File: src/rtl/display_mode_ctrl.sv
// display_mode_ctrl: stopwatch/calculator mode keys plus a shift-add-3 BCD formatter for the digit display.
module display_mode_ctrl #(
    parameter int NDIGITS = 4,
    parameter int VAL_W   = 32,
    parameter bit LZB     = 1'b0
) (
    input  logic                   clk,
    input  logic                   rst_n,
    input  logic [3:0]             key,
    input  logic                   key_valid,
    input  logic [VAL_W-1:0]       sw_value,
    input  logic [VAL_W-1:0]       calc_answer,
    input  logic                   calc_neg,
    output logic                   mode,
    output logic [1:0]             sw_cmd,
    output logic [4*NDIGITS-1:0]   digits,
    output logic                   digits_ready,
    output logic                   overflow
);
    typedef enum logic [1:0] {LOAD, SHIFT, FORMAT} state_t;

    function automatic logic [63:0] pow10(input int n);
        logic [63:0] p;
        p = 64'd1;
        for (int i = 0; i < n; i++) p = p * 64'd10;
        return p;
    endfunction

    localparam int CW = $clog2(VAL_W + 1);
    localparam logic [63:0] LIM_POS = pow10(NDIGITS);
    localparam logic [63:0] LIM_NEG = pow10(NDIGITS - 1);
    localparam logic [4*NDIGITS-1:0] BLANKS = {NDIGITS{4'd11}};

    state_t               state_q, state_d;
    logic                 mode_q, mode_d;
    logic [1:0]           sw_cmd_q, sw_cmd_d;
    logic [VAL_W-1:0]     frozen_q, frozen_d;
    logic [CW-1:0]        cnt_q, cnt_d;
    logic [VAL_W-1:0]     bin_q, bin_d;
    logic [4*NDIGITS-1:0] bcd_q, bcd_d;
    logic                 neg_q, neg_d;
    logic                 ovf_q, ovf_d;
    logic [4*NDIGITS-1:0] digits_q, digits_d;
    logic                 ready_q, ready_d;
    logic                 overflow_q, overflow_d;
    logic [VAL_W-1:0]     mag;
    logic                 sneg;
    logic                 seen;
    logic [4*NDIGITS-1:0] bcd_adj;
    logic [4*NDIGITS-1:0] fmt;

    always_comb begin
        mag  = mode_q ? calc_answer : frozen_q;
        sneg = mode_q & calc_neg;
        seen = 1'b0;
        for (int i = 0; i < NDIGITS; i++)
            bcd_adj[4*i +: 4] = (bcd_q[4*i +: 4] >= 4'd5) ? bcd_q[4*i +: 4] + 4'd3 : bcd_q[4*i +: 4];
        // Scan from the MS digit down so blanking stops at the first nonzero digit.
        for (int i = NDIGITS - 1; i >= 0; i--) begin
            seen = seen | (bcd_q[4*i +: 4] != 4'd0) | (i == 0);
            fmt[4*i +: 4] = ovf_q ? 4'd10 :
                            (neg_q && i == NDIGITS - 1) ? 4'd10 :
                            (LZB && !seen) ? 4'd11 : bcd_q[4*i +: 4];
        end
    end

    always_comb begin
        state_d    = state_q;
        mode_d     = mode_q;
        sw_cmd_d   = sw_cmd_q;
        frozen_d   = frozen_q;
        cnt_d      = cnt_q;
        bin_d      = bin_q;
        bcd_d      = bcd_q;
        neg_d      = neg_q;
        ovf_d      = ovf_q;
        digits_d   = digits_q;
        ready_d    = ready_q;
        overflow_d = overflow_q;
        case (state_q)
            LOAD: begin
                bin_d   = mag;
                neg_d   = sneg;
                ovf_d   = 64'(mag) >= (sneg ? LIM_NEG : LIM_POS);
                bcd_d   = '0;
                cnt_d   = '0;
                state_d = SHIFT;
            end
            SHIFT: begin
                {bcd_d, bin_d} = {bcd_adj, bin_q} << 1;
                cnt_d   = cnt_q + CW'(1);
                state_d = (cnt_q == CW'(VAL_W - 1)) ? FORMAT : SHIFT;
            end
            default: begin
                digits_d   = fmt;
                overflow_d = ovf_q;
                ready_d    = 1'b1;
                state_d    = LOAD;
            end
        endcase
        if (key_valid && !mode_q) begin
            case (key)
                4'd10: begin sw_cmd_d = 2'd2; frozen_d = '0; end
                4'd11: begin sw_cmd_d = 2'd1; frozen_d = sw_value; end
                4'd12: sw_cmd_d = 2'd1;
                4'd13: sw_cmd_d = 2'd0;
                4'd14, 4'd15: mode_d = 1'b1;
                default: ;
            endcase
        end else if (key_valid && key == 4'd13) begin
            mode_d = 1'b0;
        end
        if (mode_d != mode_q) begin
            state_d    = LOAD;
            digits_d   = BLANKS;
            ready_d    = 1'b0;
            overflow_d = overflow_q;
        end
    end

    always_ff @(posedge clk) begin
        if (!rst_n) begin
            state_q    <= LOAD;
            mode_q     <= 1'b0;
            sw_cmd_q   <= 2'd0;
            frozen_q   <= '0;
            cnt_q      <= '0;
            bin_q      <= '0;
            bcd_q      <= '0;
            neg_q      <= 1'b0;
            ovf_q      <= 1'b0;
            digits_q   <= BLANKS;
            ready_q    <= 1'b0;
            overflow_q <= 1'b0;
        end else begin
            state_q    <= state_d;
            mode_q     <= mode_d;
            sw_cmd_q   <= sw_cmd_d;
            frozen_q   <= frozen_d;
            cnt_q      <= cnt_d;
            bin_q      <= bin_d;
            bcd_q      <= bcd_d;
            neg_q      <= neg_d;
            ovf_q      <= ovf_d;
            digits_q   <= digits_d;
            ready_q    <= ready_d;
            overflow_q <= overflow_d;
        end
    end

    assign mode         = mode_q;
    assign sw_cmd       = sw_cmd_q;
    assign digits       = digits_q;
    assign digits_ready = ready_q;
    assign overflow     = overflow_q;
endmodule

File: config.mk
export PLATFORM = sky130hd
export DESIGN_NAME = display_mode_ctrl
export DESIGN_NICKNAME = d
export VERILOG_FILES = /design/src/rtl/display_mode_ctrl.sv
export SDC_FILE = /design/constraint.sdc
export NUM_CORES = 1
export LEC_CHECK = 0
export ABC_AREA = 1
export ABC_CLOCK_PERIOD_IN_PS = 2350
export CORE_UTILIZATION = 53
export CTS_CLUSTER_SIZE = 28
export DETAILED_ROUTE_END_ITERATION = 6
export PLACE_DENSITY = 0.8
export REMOVE_ABC_BUFFERS = 1
export SLEW_MARGIN = 20
export SYNTH_ARGS = -nofsm -noshare
export SYNTH_HDL_FRONTEND = slang
export SYNTH_SLANG_ARGS = --single-unit
File: constraint.sdc
create_clock -name clk -period 2.35 [get_ports clk]
set_input_delay 0.705 -clock clk [delete_from_list [all_inputs] [get_ports clk]]
set_output_delay 0.705 -clock clk [all_outputs]
set_load 0.005 [all_outputs]
After elaboration in Yosys (flattened, before gate mapping). Index checks and enable logic that the tools add are counted.

Input port bits: 72. Bits in latches: 0. Memories kept: 0. Output and inout port bits: 21. Bits in read-only memories: 0. Memory bits (writable): 0. Register bits: 111.

Divide/modulo/power cells: 0. Shift-type cells: 0. Magnitude comparators: 5. Mux-type cells: 21. Bitwise gates (word level): 4. Reductions and logical operators: 14. Multipliers: 0. Equality and inequality tests: 9. Add/sub/neg operators: 5.

Operator list (number): $pmux 32 s2 (2); $ge 32x14->1 (1); $mux 32 (1); $mux 4 (8); $pmux 16 s2 (1); $eq 4x4->1 const B (6); $ge 4x3->1 const B (4); $mux 14 (1); $add 4x2->4 const B (3); $pmux 6 s2 (1); $reduce_or 2->1 (4); $add 6x1->6 const B (1); $eq 6x5->1 const B (1); $pmux 2 s3 (1); $reduce_and 2->1 (3); $pmux 2 s2 (1); $reduce_bool 2->1 (2); $add 3x2->3 const B (1); $mux 1 (3); $mux 3 (1); $not 1->1 (3); $reduce_bool 3->1 (1); $eq 2x1->1 const B (1); $logic_and 1x1->1 (2); other kinds (5) (5).

Depth between registers and ports, before layout. Gate-level depths: netlist of run 1.

Depth in word-level cells: 7. Mapped depth: 14. Gate-level depth less buffers: 12.

Least setup slack after synthesis of run 1. OpenSTA, ideal clock, no wires.

Path type: input-to-reg. Start point: input port calc_answer[7]. End point: register ovf_q. Setup slack: 661 ps. Library setup time: 64 ps. Stages on the path: 11. Arrival: 1625 ps. Path buffers: 0. Cells stage by stage: nand2_1 > nand2_1 > ha_1 > inv_1 > nor2_1 > nand2_1 > nor2_1 > nand2_1 > a21oi_2 > nor2_1 > nor2_1.

Word-level cells in the longest chain between the ends: 2.

RTL lines: from (decl) (line 12) `input logic [VAL_W-1:0] calc_answer,`; $mux 32 (line 53) `mag = mode_q ? calc_answer : frozen_q;`; $ge 32x14->1 (line 84) `ovf_d = 64'(mag) >= (sneg ? LIM_NEG : LIM_POS);`; to (signal assigned) (line 144) `ovf_q <= ovf_d;`; to (decl) (line 42) `logic ovf_q, ovf_d;`.

Every way passes these cells. A chain may end at the register's enable or synchronous reset.

Worst setup path after layout of run 1.
Start point: register mode_q (netlist: mode). End point: output port mode.

RTL lines: from (decl) (line 35) `logic mode_q, mode_d;`; from (signal assigned) (line 137) `mode_q <= mode_d;`; to (decl) (line 14) `output logic mode,`.

No word-level cell between the ends.

==> metrics.yaml, run 1 <==
status: "completed"
via_per_inst: 5.39
areaGrowthSynthToFinish_pct: 21.1
cts_sinks: 111
crit_arrival_ns: 1.58
cts_buffers: 9
grt_pass1_vias: 5104
antenna_found_initial: 0
cp-end-kind: "primary output"
coreArea_mm2: 0.00986
crit_path_top_delay_cell: "dfxtp_2"
syn_area_per_cell_um2: 6.97
hp-start: "sw_cmd[0]"
rsz0062_at_grt: "no"
r2r_cells: 12
synth_area_mm2: 0.00545
yosys_warnings: 0
ys_ff_latch: 111
critical_path_class: "register to primary output"
drtIter0Drc: 263
path_depth: 1
dieArea_mm2: 0.0107
internal-power_mw: 2.63
drive_above_1_share_pct: 7.08
pin_count: 93
p_clk_share_pct: 30.5
critPathBufInv: 1
power_per_cell_area_mw_per_mm2: 549
ctsHoldBuffers: 0
ctsResizeCount: 0
max_stage_delay_ns: 0.62
p_leak_nw: 2.61
grt_usage_pct: 26.8
cts_setup_buffers: 0
cts_tree: "built"
holdPathStages: 2
postLayoutCoreUtil_pct: 66.9
drv_slew: 0
switchingPower_mw: 0.993
fin_worst_skew_ns: 0.0134
path_cells: "clkdlybuf4s50_1"
initial_core_util_pct: 55.3
htreeDepth: 3
fp.dieW_um: 103
wl_mm: 13.6
setup_violations: 0
cp_top_family: "flip-flops"
max_freq_ghz: 0.438
final_cells: 995
diodes: 0
totalPowerFinal_mw: 3.62
root_buffer: "clkbuf_8"
yosysSeqAreaShare_pct: 40.8
drt_pre_antenna_iters: 7
grt_overflow_total: 0
worst_pin_slew_ns: 0.466
ant_nets: 0
gp_congestion: 0.868
min_period_ns: 2.29
path_max_fanout: 15
finalHoldViolCount: 0
critPathLaunch: "mode"
cp-start-kind: "register"
dpl.hpwl_mm: 9.70
fin_tns_setup_ns: 0
clock_latency_ns: 0.37
path_clk_slew_ns: 0.09
grt_first_pass_wirelength_mm: 22.6
wl_per_cell_um: 13.6
cap_viol_max_count: 0
synthCells: 782
post-place-cells: 979
rows: 36
routed-via-count: 5359
portBuffers: 92
cts_buffer_depth: 2
num-nets-final: 942
pwr-share-comb_pct: 15.0
die_h_um: 103
r2r_start: "mode"
fin_crit_sh_pct: 97.2
max_slew_margin_pct: 68.8
drc: 0
peakVddDrop_mv: 0.392
seq_power_share_pct: 54.6
required_ns: 1.64
switching_share_pct: 27.4
hp-class: "register to register"
grt_max_degree: 51
synthDistinctLibCells: 37
-- cells in the mapped netlist --
cell	n	area, um^2
nand2_1	224	841
dfxtp_1	111	2220
a21oi_1	71	355
nor2_1	71	267
inv_1	69	259
nand3_1	34	170
o21ai_0	30	150
a31oi_1	25	156
nor3_1	22	110
a211oi_1	18	135
clkbuf_1	17	63.8
ha_1	13	163
buf_6	9	101
buf_2	8	40.0
nand2_2	7	43.8
buf_1	6	22.5
o211ai_1	6	45.0
nor2_2	5	31.3
inv_2	4	15.0
o21ai_1	4	20.0
buf_4	3	22.5
nand4_1	3	18.8
xor2_1	3	26.3
a21oi_2	2	17.5
nor3b_1	2	15.0
nor4_1	2	12.5
o311ai_0	2	17.5
or2_2	2	12.5
a22oi_1	1	7.51
buf_12	1	20.0
buf_8	1	15.0
clkinv_1	1	3.75
inv_8	1	11.3
mux2i_1	1	10.0
nand2_4	1	11.3
nand3_2	1	10.0
o21ai_2	1	8.76
-- flip-flops by register name (all words and copies together), names as in the netlist --
signal	flops
cnt_q	6
bin_q	32
neg_q	1
mode	1
frozen_q	32
overflow	1
ovf_q	1
digits	16
state_q	2
sw_cmd	2
digits_ready	1
bcd_q	16
-- logic make-up after synthesis --
group	count (synthesis)	synth area share [%]
simple gates	374	28.3
compound gates	160	16.8
buf+inv	120	10.5
flops	111	40.8
fa+ha+maj	13	2.98
xor+xnor	3	0.482
mux	1	0.184
-- final timing paths --
kind / to / slack [ns]
max reg2reg: ovf_q / 0.36
max: mode / 0.06
min reg2reg: sw_cmd[0] / 0.46
min: sw_cmd[0] / 0.46
-- metrics by stage --
step	setup WS (ns)	hold WS, ns	cell area (um^2)
final	0.0648	0.457	6600
after floorplan	-0.367	0.425	5170
after detailed placement	-0.0511	0.443	6410
after global placement	0.0759	0.442	6410
after global routing	0.0165	0.479	6600
after CTS	0.0456	0.463	6600
-- cell usage in the layout (no fill, tap or decap), drive strengths merged, types with 6 or more instances in the layout --
cell type      Yosys  routed
a31oi             25      25
a211oi            18      18
a21oi             73      73
nor2              76      76
o21ai             35      35
nor3              22      22
nand2            232     232
clkbuf            17      11
inv               74      76
dfxtp            111     111
nand3             35      35
clkdlybuf4s50      0      92
o211ai             6       6
ha                13      13
buf               28      17
-- layout make-up --
cell class / count / area [um^2]
clock buffers: 11 / 151
well taps: 133 / 166
flip-flops and latches: 111 / 2220
repair buffers: 109 / 1070
fillers: 896 / 3260
multi-input cells: 551 / 2660
clock inverters: 5 / 38.8
inverters: 75 / 289
-- power groups by stage --
stage / clock network, mW / logic, mW / registers, mW
finish: 1.10 / 0.542 / 1.98
global route: 1.19 / 0.604 / 1.98
CTS: 1.12 / 0.539 / 1.98
detailed placement: 0 / 0.537 / 2.02
global placement: 0 / 0.524 / 2.02
floorplan: 0 / 0.278 / 2.02
-- layer usage --
| layer | wire length [um] | global-route usage (%) |
|---|---|---|
| met5 | 0 | 0 |
| met4 | 214 | 8.56 |
| met3 | 747 | 4.10 |
| met2 | 6690 | 48.8 |
| met1 | 5920 | 32.3 |
No activity file was read; power rests on OpenSTA's default activity.
==> run 2: changes to the inputs <==
--- a/config.mk
+++ b/config.mk
@@ -6,11 +6,11 @@
 export NUM_CORES = 1
 export LEC_CHECK = 0
 export ABC_AREA = 1
-export ABC_CLOCK_PERIOD_IN_PS = 2350
-export CORE_UTILIZATION = 53
+export ABC_CLOCK_PERIOD_IN_PS = 2700
+export CORE_UTILIZATION = 57
 export CTS_CLUSTER_SIZE = 28
 export DETAILED_ROUTE_END_ITERATION = 6
-export PLACE_DENSITY = 0.8
+export PLACE_DENSITY = 0.85
 export REMOVE_ABC_BUFFERS = 1
 export SLEW_MARGIN = 20
 export SYNTH_ARGS = -nofsm -noshare
==> constraint.sdc (replaced) <==
create_clock -name clk -period 2.7 [get_ports clk]
set_input_delay 0.81 -clock clk [delete_from_list [all_inputs] [get_ports clk]]
set_output_delay 0.81 -clock clk [all_outputs]
set_load 0.005 [all_outputs]
==> run 2 against run 1 <==
Non-clock buffer count fell by 4. Cell count fell by 0.90%. Core utilization rose by 3.8 points. Critical path depth did not move. Worst setup slack improved by 0.30 ns. Highest routed layer unchanged. Final area fell by 1.0%. Register-to-register slack improved by 0.29 ns. Sequential cell count did not move.
==> metrics.yaml, run 2 (synthesis results as in run 1) <==
finalHoldViolCount: 0  # unchanged
crit_path_top_delay_cell: "dfxtp_2"
fin_worst_skew_ns: 0.0183  # +0.00492 ns
worst_pin_slew_ns: 0.669  # +0.203 ns
fp.dieW_um: 99.8  # -3.5%
htreeDepth: 3  # unchanged
cp_top_family: "flip-flops"
pin_count: 93  # unchanged
peakVddDrop_mv: 0.310  # -21%
cts_buffer_depth: 2  # unchanged
coreArea_mm2: 0.00924  # -6.3%
cts_sinks: 111  # unchanged
fin_crit_sh_pct: 86.4
seq_power_share_pct: 56.0  # +1.4 points
regArea_mm2: 0.00222  # unchanged
design_area_mm2: 0.00653  # -1.0%
via_per_inst: 5.44  # +1.0%
areaGrowthSynthToFinish_pct: 19.8
portBuffers: 92  # unchanged
diodes: 0  # unchanged
ctsHoldBuffers: 0  # unchanged
rows: 35  # -2.8%
internal-power_mw: 2.23  # -15%
path_cells: "clkdlybuf4s50_1"
post-place-cells: 971  # -0.82%
drv_slew: 0  # unchanged
dpl.hpwl_mm: 9.39  # -3.3%
drtIter0Drc: 218  # -17%
wl_per_cell_um: 13.5  # -1.2%
path_depth: 1  # unchanged
reg_top3: "bin_q x32, frozen_q x32"
gp_congestion: 0.884  # +1.8%
grt_overflow_total: 0  # unchanged
cap_viol_max_count: 0  # unchanged
holdPathStages: 2  # unchanged
hold_ws_ns: 0.459  # +0.00182 ns
path_clk_slew_ns: 0.08  # about the same
clock_latency_ns: 0.37  # about the same
max_slew_margin_pct: 55.3  # -13 points
ant_nets: 0  # unchanged
cp-start-kind: "register"
initial_core_util_pct: 59.0  # +3.7 points
die_h_um: 99.8  # -3.5%
cts_setup_buffers: 0  # unchanged
grt_max_degree: 64  # +25%
power_per_cell_area_mw_per_mm2: 470  # -14%
switchingPower_mw: 0.841  # -15%
crit_arrival_ns: 1.52  # -0.06 ns
multiInputGateArea_mm2: 0.00266  # unchanged
place_area_mm2: 0.00638  # -0.55%
dpl_worst_slack_ns: 0.101  # +0.153 ns
final_cells: 986  # -0.90%
ctsResizeCount: 0  # unchanged
antenna_found_initial: 0  # unchanged
hp-class: "register to register"
setup_violations: 0  # unchanged
critPathBufInv: 1  # unchanged
critical_path_class: "register to primary output"
fillers: 740  # -17%
grt_first_pass_wirelength_mm: 22.2  # -1.5%
p_leak_nw: 2.57  # -1.5%
min_period_ns: 2.33
max_stage_delay_ns: 0.58  # -0.04 ns
wl_mm: 13.3  # -2.1%
path_max_fanout: 16  # +1
num-nets-final: 938  # -0.42%
max_freq_ghz: 0.429
totalPowerFinal_mw: 3.07  # -15%
fin_tns_setup_ns: 0  # unchanged
pwr-share-comb_pct: 15.4  # +0.4 points
drt_pre_antenna_iters: 4  # -3
status: "completed"
required_ns: 1.89  # +0.25 ns
root_buffer: "clkbuf_8"
p_clk_share_pct: 28.6  # -1.9 points
dieArea_mm2: 0.00996  # -6.9%
cts_tree: "built"
rsz0062_at_grt: "no"
postLayoutCoreUtil_pct: 70.7  # +3.8 points
r2r_cells: 6  # -6
drive_above_1_share_pct: 6.18  # -0.89 points
drc: 0  # unchanged
mostFrequentLayoutCells: "nand2_1, dfxtp_1, clkdlybuf4s50_1, a21oi_1, nor2_1"
switching_share_pct: 27.4  # about the same
cts_buffers: 9  # unchanged
grt_usage_pct: 27.4  # +0.65 points
cp-end-kind: "primary output"
grt_pass1_vias: 5053  # -1.0%
routed-via-count: 5366  # +0.13%
layout_commonest_cell: "nand2_1"
worst_slack_ns: 0.368  # +0.303 ns
-- run 2: routing by layer --
metal,global-route usage (%),routed length [um],vias up
met2,49.9,6620,170
met3,4.39,682,17
met1,32.7,5810,2488
li1,-,-,2691
met4,9.73,177,0
met5,0,0,-
-- run 2: final cells by class --
class	instances	share of cell area [%]
inverters	75	4.42
clock inverters	3	0.326
flip-flops and latches	111	34.1
clock buffers	12	2.07
multi-input cells	551	40.7
repair buffers	105	16.0
well taps	129	2.47
-- run 2: path summary, 6_finish.rpt --
check | slack, ns | end | from
hold / removal | 0.46 | sw_cmd[0] | sw_cmd[0]
setup / recovery | 0.37 | mode | mode
hold reg to reg | 0.46 | sw_cmd[0] | sw_cmd[0]
setup reg to reg | 0.65 | bcd_q[11] | state_q[1]
-- run 2: power groups by stage --
| stage | registers [mW] | clock network [mW] | logic [mW] |
|---|---|---|---|
| 3_5_place_dp | 1.76 | 0 | 0.467 |
| 3_3_place_gp | 1.75 | 0 | 0.455 |
| 5_1_grt | 1.73 | 0.954 | 0.523 |
| 4_1_cts | 1.72 | 0.889 | 0.469 |
| 2_1_floorplan | 1.76 | 0 | 0.242 |
| 6_report | 1.72 | 0.879 | 0.472 |
==> run 3: changes to the inputs <==
--- a/config.mk
+++ b/config.mk
@@ -7,10 +7,10 @@
 export LEC_CHECK = 0
 export ABC_AREA = 1
 export ABC_CLOCK_PERIOD_IN_PS = 2700
-export CORE_UTILIZATION = 57
+export CORE_UTILIZATION = 55
 export CTS_CLUSTER_SIZE = 28
 export DETAILED_ROUTE_END_ITERATION = 6
-export PLACE_DENSITY = 0.85
+export PLACE_DENSITY = 0.82
 export REMOVE_ABC_BUFFERS = 1
 export SLEW_MARGIN = 20
 export SYNTH_ARGS = -nofsm -noshare
==> run 3 against run 2 <==
Sequential cell count unchanged. Non-clock buffer count increased by 1. Clock-buffer cell count decreased by 1. Hold slack improved by 0.0021 ns. Critical endpoint unchanged. Sequential power about the same. Largest power group unchanged. Critical path type unchanged. Largest cell class unchanged. Critical path depth unchanged. Via count decreased by 1.3%. Highest routed layer unchanged. Die area increased by 3.6%. Sequential share of layout area decreased by 0.35 points.
==> metrics.yaml, run 3 (synthesis results as in run 1) <==
portBuffers: 92  # unchanged
critPathBufInv: 1  # unchanged
setup_violations: 0  # unchanged
fp.dieW_um: 102  # +1.8%
grt_overflow_total: 0  # unchanged
grt_first_pass_wirelength_mm: 21.9  # -1.3%
drt_pre_antenna_iters: 5  # +1
holdPathStages: 2  # unchanged
cp-start-kind: "register"
drive_above_1_share_pct: 6.75  # +0.57 points
diodes: 0  # unchanged
cts_buffer_depth: 2  # unchanged
cts_buffers: 9  # unchanged
fin_tns_setup_ns: 0  # unchanged
coreArea_mm2: 0.00942  # +1.9%
holdPathEnd: "bin_q[3]"
worst_pin_slew_ns: 0.674  # +0.00517 ns
r2r_slack_ns: 0.61  # -0.04 ns
cts_tree: "built"
hp-class: "register to register"
required_ns: 1.89  # about the same
dieArea_mm2: 0.0103  # +3.6%
ctsHoldBuffers: 0  # unchanged
htreeDepth: 3  # unchanged
crit_path_top_delay_cell: "clkdlybuf4s50_1"
max_stage_delay_ns: 0.55  # -0.03 ns
num-nets-final: 939  # +0.11%
power_per_cell_area_mw_per_mm2: 494  # +5.1%
layout_commonest_cell: "nand2_1"
peakVddDrop_mv: 0.349  # +13%
ctsResizeCount: 0  # unchanged
die_h_um: 102  # +1.8%
p_leak_nw: 2.61  # +1.6%
rsz0062_at_grt: "no"
cp-end-kind: "primary output"
status: "completed"
cts_sinks: 111  # unchanged
via_per_inst: 5.36  # -1.5%
fin_worst_skew_ns: 0.0131  # -0.00517 ns
cp_top_family: "buffers and inverters"
wl_per_cell_um: 13.4  # -0.31%
gp_congestion: 0.873  # -1.2%
critical_path_class: "register to primary output"
reg_top3: "bin_q x32, frozen_q x32"
r2r_cells: 6  # unchanged
dpl.hpwl_mm: 9.41  # +0.24%
crit_arrival_ns: 1.41  # -0.11 ns
clock_latency_ns: 0.39  # +0.02 ns
finalHoldViolCount: 0  # unchanged
mostFrequentLayoutCells: "nand2_1, dfxtp_1, clkdlybuf4s50_1, a21oi_1, nor2_1"
wl_mm: 13.3  # -0.11%
grt_usage_pct: 26.9  # -0.53 points
initial_core_util_pct: 57.9  # -1.1 points
drc: 0  # unchanged
ant_nets: 0  # unchanged
areaGrowthSynthToFinish_pct: 21.1
path_clk_slew_ns: 0.10  # +0.02 ns
pin_count: 93  # unchanged
hp-start: "bin_q[3]"
drtIter0Drc: 239  # +9.6%
grt_max_degree: 64  # unchanged
totalPowerFinal_mw: 3.26  # +6.2%
max_freq_ghz: 0.451  # +5.3%
min_period_ns: 2.22  # -0.117 ns
cts_setup_buffers: 0  # unchanged
r2r_start: "state_q[1]"
path_max_fanout: 4  # -12
drv_slew: 0  # unchanged
cap_viol_max_count: 0  # unchanged
max_slew_margin_pct: 55.0  # -0.34 points
rows: 35  # unchanged
routed-via-count: 5294  # -1.3%
fin_crit_sh_pct: 82.0  # -4.3 points
path_cells: "clkdlybuf4s50_1"
rr_endpoint: "bcd_q[11]"
grt_pass1_vias: 4903  # -3.0%
root_buffer: "clkbuf_8"
antenna_found_initial: 0  # unchanged
[run 3: cell count changes in the layout (fill, tap and decap cells not counted)]
cell / before / now
clkinvlp_4: 1 / 0
buf_4: 11 / 12
clkinv_2: 1 / 0
bufinv_16: 0 / 1
clkinv_4: 1 / 3
inv_6: 0 / 1
clkbuf_8: 9 / 11
clkbuf_1: 3 / 0
[run 3: layout make-up]
class | count | area, um^2
Clock inverter | 5 | 65.1
Fill cell | 787 | 2820
Clock buffer | 11 | 151
Inverter | 75 | 289
Sequential cell | 111 | 2220
Tap cell | 129 | 161
Timing Repair Buffer | 106 | 1050
Multi-Input combinational cell | 551 | 2660
[run 3: through the flow]
stage	std cells	util, %	worst slack, ns	hold WS, ns	area, um^2
2_1_floorplan	737	-	-0.0555	0.425	5170
3_3_place_gp	972	67.8	0.334	0.431	6380
3_5_place_dp	972	67.8	0.246	0.446	6380
4_1_cts	988	70.1	0.494	0.460	6600
5_1_grt	988	70.1	0.435	0.476	6600
6_report	988	70.1	0.485	0.461	6600
[run 3: power by group]
group          switching [mW]  internal (mW)  total [mW]
clock network           0.583          0.488        1.07
registers              0.0319           1.68        1.72
logic                   0.263          0.211       0.474
[run 3: routing by layer]
metal / GRT usage [%] / routed length [um] / vias up
met5: 0 / 0 / -
met4: 11.3 / 282 / 0
met1: 33.5 / 5930 / 2412
met2: 46.7 / 6380 / 171
met3: 3.73 / 686 / 25
li1: - / - / 2686
[run 3: worst max-delay path by stage]
stage,cells after the start,slack (ns),end,startpoint
finish,1,0.48,mode,mode
global route,6,0.44,bcd_q[5],state_q[1]
CTS,1,0.49,mode,mode
detailed placement,9,0.25,ovf_q,calc_neg
global placement,11,0.33,ovf_q,calc_neg
floorplan,4,-0.06,state_q[0],rst_n
